===== src/rtl/lane_serializer_pkg.sv =====
// Shared types and constants for the lane serializer: FSM state encoding,
// beat-kind codes and the header marker bits.
package lane_serializer_pkg;

  typedef enum logic [1:0] {
    IDLE,
    HEADER,
    LANES,
    CHECK
  } ser_state_t;

  localparam logic [1:0] BEAT_HDR  = 2'd0;
  localparam logic [1:0] BEAT_LANE = 2'd1;
  localparam logic [1:0] BEAT_CHK  = 2'd2;

  localparam logic [1:0] HDR_MARK = 2'b10;

endpackage


===== src/rtl/lane_serializer.sv =====
// Captures one multi-lane word plus its select and streams it out as a frame:
// header, lanes 0..NUM_LANES-1, XOR checksum, over a valid/ready link.
module lane_serializer
  import lane_serializer_pkg::*;
#(
  parameter int unsigned NUM_LANES = 3,
  parameter int unsigned LANE_W    = 4
) (
  input  logic                              clock,
  input  logic                              reset_n,
  input  logic                              in_valid,
  output logic                              in_ready,
  input  logic [1:0]                        in_select,
  input  logic [NUM_LANES-1:0][LANE_W-1:0]  in_data,
  output logic                              out_valid,
  input  logic                              out_ready,
  output logic [LANE_W-1:0]                 out_beat,
  output logic                              out_last,
  output logic [1:0]                        out_index,
  output logic [7:0]                        frames_sent
);

  localparam int unsigned CW = (NUM_LANES > 1) ? $clog2(NUM_LANES) : 1;
  localparam logic [CW-1:0] LAST_LANE = CW'(NUM_LANES - 1);

  ser_state_t                       state, state_next;
  logic [1:0]                       sel_q;
  logic [NUM_LANES-1:0][LANE_W-1:0] data_q;
  logic [LANE_W-1:0]                chk_q;
  logic [LANE_W-1:0]                hdr;
  logic [CW-1:0]                    cnt_q;
  logic                             accept;
  logic                             capture;

  always_comb begin
    hdr      = '0;
    hdr[3:0] = {HDR_MARK, sel_q};
  end

  always_ff @(posedge clock or negedge reset_n) begin
    if (!reset_n) state <= IDLE;
    else          state <= state_next;
  end

  always_comb begin
    state_next = state;
    in_ready   = 1'b0;
    out_valid  = 1'b0;
    out_last   = 1'b0;
    out_index  = BEAT_HDR;
    out_beat   = '0;
    case (state)
      IDLE: begin
        in_ready = 1'b1;
        if (in_valid) state_next = HEADER;
      end
      HEADER: begin
        out_valid = 1'b1;
        out_beat  = hdr;
        if (out_ready) state_next = LANES;
      end
      LANES: begin
        out_valid = 1'b1;
        out_index = BEAT_LANE;
        out_beat  = data_q[cnt_q];
        if (out_ready && cnt_q == LAST_LANE) state_next = CHECK;
      end
      CHECK: begin
        out_valid = 1'b1;
        out_last  = 1'b1;
        out_index = BEAT_CHK;
        out_beat  = chk_q;
        // Accepting the checksum frees the capture registers in the same edge.
        in_ready  = out_ready;
        if (out_ready) state_next = in_valid ? HEADER : IDLE;
      end
      default: state_next = IDLE;
    endcase
  end

  assign accept  = out_valid && out_ready;
  assign capture = in_valid && in_ready;

  always_ff @(posedge clock or negedge reset_n) begin
    if (!reset_n) begin
      sel_q       <= '0;
      data_q      <= '0;
      chk_q       <= '0;
      cnt_q       <= '0;
      frames_sent <= '0;
    end else begin
      if (capture) begin
        sel_q  <= in_select;
        data_q <= in_data;
      end
      if (accept) begin
        case (state)
          HEADER: chk_q <= hdr;
          LANES: begin
            chk_q <= chk_q ^ out_beat;
            cnt_q <= (cnt_q == LAST_LANE) ? '0 : cnt_q + CW'(1);
          end
          CHECK:   frames_sent <= frames_sent + 8'd1;
          default: ;
        endcase
      end
    end
  end

endmodule

===== config.mk =====
export PLATFORM = sky130hd
export DESIGN_NAME = lane_serializer
export DESIGN_NICKNAME = d
export VERILOG_FILES = /design/src/rtl/lane_serializer_pkg.sv /design/src/rtl/lane_serializer.sv
export SDC_FILE = /design/constraint.sdc
export NUM_CORES = 1
export LEC_CHECK = 0
export CORE_MARGIN = 10
export CORE_UTILIZATION = 50
export CTS_CLUSTER_DIAMETER = 120
export DETAILED_ROUTE_END_ITERATION = 8
export GPL_TIMING_DRIVEN = 0
export HOLD_SLACK_MARGIN = 0.12
export PLACE_DENSITY_LB_ADDON = 0.05
export SLEW_MARGIN = 20
export SYNTH_ARGS = -nofsm -noshare
export SYNTH_HDL_FRONTEND = slang
export SYNTH_SLANG_ARGS = --single-unit
export TNS_END_PERCENT = 100

===== constraint.sdc =====
create_clock -name clock -period 2.41 [get_ports clock]
set_input_delay 0.241 -clock clock [delete_from_list [all_inputs] [get_ports clock]]
set_output_delay 0.241 -clock clock [all_outputs]
set_load 0.1 [all_outputs]

==> results.yml <==
cts:
  clk_path_buf_depth: 2
  post-cts-setup-buffer-count: 0
  htreeDepth: 2
  tritoncts: "built"
  clk_pin_slew_ns: 0.10
  cts_sinks: 30
  cts_buffers: 5
  insertion_delay_ns: 0.33
  root_buffer: "clkbuf_4"
die:
  io_pins: 35
  die-area_sq_um: 6050
  die_w_um: 77.8
  core-area_sq_um: 3130
  start_util_pct: 53.4
  die_h_um: 77.8
  rows: 20
sta:
  clock_skew_ns: 0.00962
  worst_pin_slew_ns: 0.972
  rsz0062_at_grt: "false"
  hold_viol: 0
  slew_headroom_pct: 35.0
  final-max-slew-violation-count: 0
  setup_viol: 0
  holdWs_ns: 0.459
  layout_worst_path_cycle_share_pct: 96.0
  timing.fmax_mhz: 432
  period_needed_ns: 2.31
yosys:
  syn_inst: 145
  ys_top_cells_by_count: "dfrtp_1 (30), mux2_4 (10), nand2_1 (10), a21oi_1 (7), ha_1 (7)"
  synth_edf_count: 0
  netlist_area_sq_um: 1670
  ys_types: 42
  yosysWarnings: 0
  avgSynthCellArea_sq_um: 11.5
  synth.most_common_cell: "dfrtp_1"
  yosys_most_used_dff: "dfrtp_1"
  async_flop_share_pct: 100
  synth_top_area_cell: "dfrtp_1"
  synth_seq_cells: 30
  synthTopCellsByArea: "dfrtp_1 (45%), mux2_4 (9.0%), ha_1 (5.2%)"
  seq_area_frac_synth_pct: 45.0
  syn_nets: 170
  synth_top_area_share_pct: 45.0
drt:
  postRouteAntennaNets: 0
  via_count: 1285
  post-route-drc-count: 0
  routedWlPerCell_um: 16.1
  drtIter0Drc: 74
  wl_um: 3730
  avgViaCountPerCell: 5.54
  first_pass_iters: 4
critical_path:
  worstPathCellList: "inv_1 > ha_1 > clkbuf_2 > nand2_1 > a21oi_2 > buf_6"
  cp-end-kind: "output port"
  cp-start-kind: "flop"
  slowest_stage: "dfrtp_2"
  path_class: "reg -> out"
  cp_data_required_time_ns: 2.17
  arrival_ns: 2.07
  crit_path_max_fanout: 10
  rr_worst_depth: 9
  max_stage_delay_ns: 0.48
finish:
  area_delta_synth_final_pct: 30.7
  diodes: 0
  drive_gt1_share_pct: 26.1
  nNetsFinal: 212
global_route:
  overflow: 0
  grt.total_usage_pct: 12.7
  antenna_found_initial: 0
  grt_pass1_wl_um: 6390
  grt_max_degree: 31
  grt_pass1_vias: 1379
status:
  status: "complete, no violations"
worst_hold_path:
  hold_class: "in -> async"
place:
  io_buffers: 34
  place.gp.congestion: 0.749
  dp_hpwl_um: 2810
run:
  cap_violations: 0
[cells in the final DEF, fill, tap and decap left out, types with 6 or more instances in the layout]
master / count
clkdlybuf4s50_1: 24
dfrtp_1: 28
ha_1: 6
mux2_2: 6
mux2_4: 10
nand2_1: 10
o21ai_0: 6
[flip-flops by register name, indices dropped and copies added, names as in the netlist]
signal	flops
chk_q	4
cnt_q	2
data_q	12
frames_sent	8
sel_q	2
state	2
[worst max-delay path, delay by kind of cell (launching register included)]
family	cells	cell delay (ns)
buf+inv	3	0.65
flops	1	0.48
compound gates	1	0.18
simple gates	1	0.11
fa+ha+maj	1	0.30
[path summary, 6_finish.rpt]
path	startpoint	endpoint	slack [ns]
max	state[0]	out_beat[0]	0.1
min	reset_n	state[1]	0.46
max reg2reg	state[0]	data_q[1]	0.45
min reg2reg	frames_sent[7]	frames_sent[7]	0.49
max in group asynchronous	reset_n	state[0]	1.50
min in group clock	frames_sent[7]	frames_sent[7]	0.49
[stage by stage]
stage          utilization [%]  worst slack [ns]  std cells  setup TNS [ns]  area (sq um)
2_1_floorplan                -          -0.00489        145         -0.0489          1710
3_3_place_gp              67.4            -0.460        223           -1.80          2110
3_5_place_dp              67.2            -0.519        223           -2.01          2100
4_1_cts                   69.4            0.0252        232               0          2170
5_1_grt                   69.8            0.0208        232               0          2180
6_report                  69.8            0.0971        232               0          2180
[layer usage]
metal / share of wire (%) / up-vias / GRT usage (%)
met5: 0 / - / 0
met4: 1.2 / 0 / 4.74
met3: 5.4 / 5 / 4.72
met2: 51 / 34 / 20.7
met1: 42 / 639 / 14.7
li1: - / 607 / -
[cell families after synthesis]
kind of cell	after synthesis	synth area share, %
muxes	21	16.1
DFF	30	45.0
and+or+nand+nor	35	11.5
buffers and inverters	14	5.85
AOI/OAI and AO/OA	31	12.7
adders and majority gates	7	5.25
xor gates and xnor gates	7	3.67
[cell type report]
cell class	instances	area, sq um
clock inverter	2	12.5
tap	44	55.1
clock buffer	6	51.3
multi-input combinational	101	862
fill	249	946
buffer	9	80.1
sequential	30	753
timing repair buffer	35	349
inverter	5	18.8
[timing repair]
| item | in CTS | in global routing |
|---|---|---|
| setup endpoints to repair | 7 | 4 |
| gates resized for setup | 32 | 4 |
| hold endpoints to repair | 30 | 0 |
| hold buffers | 1 | 0 |
Power is not shown: default switching activity piles up to over one toggle a cycle in this logic, so the estimate is an artifact.
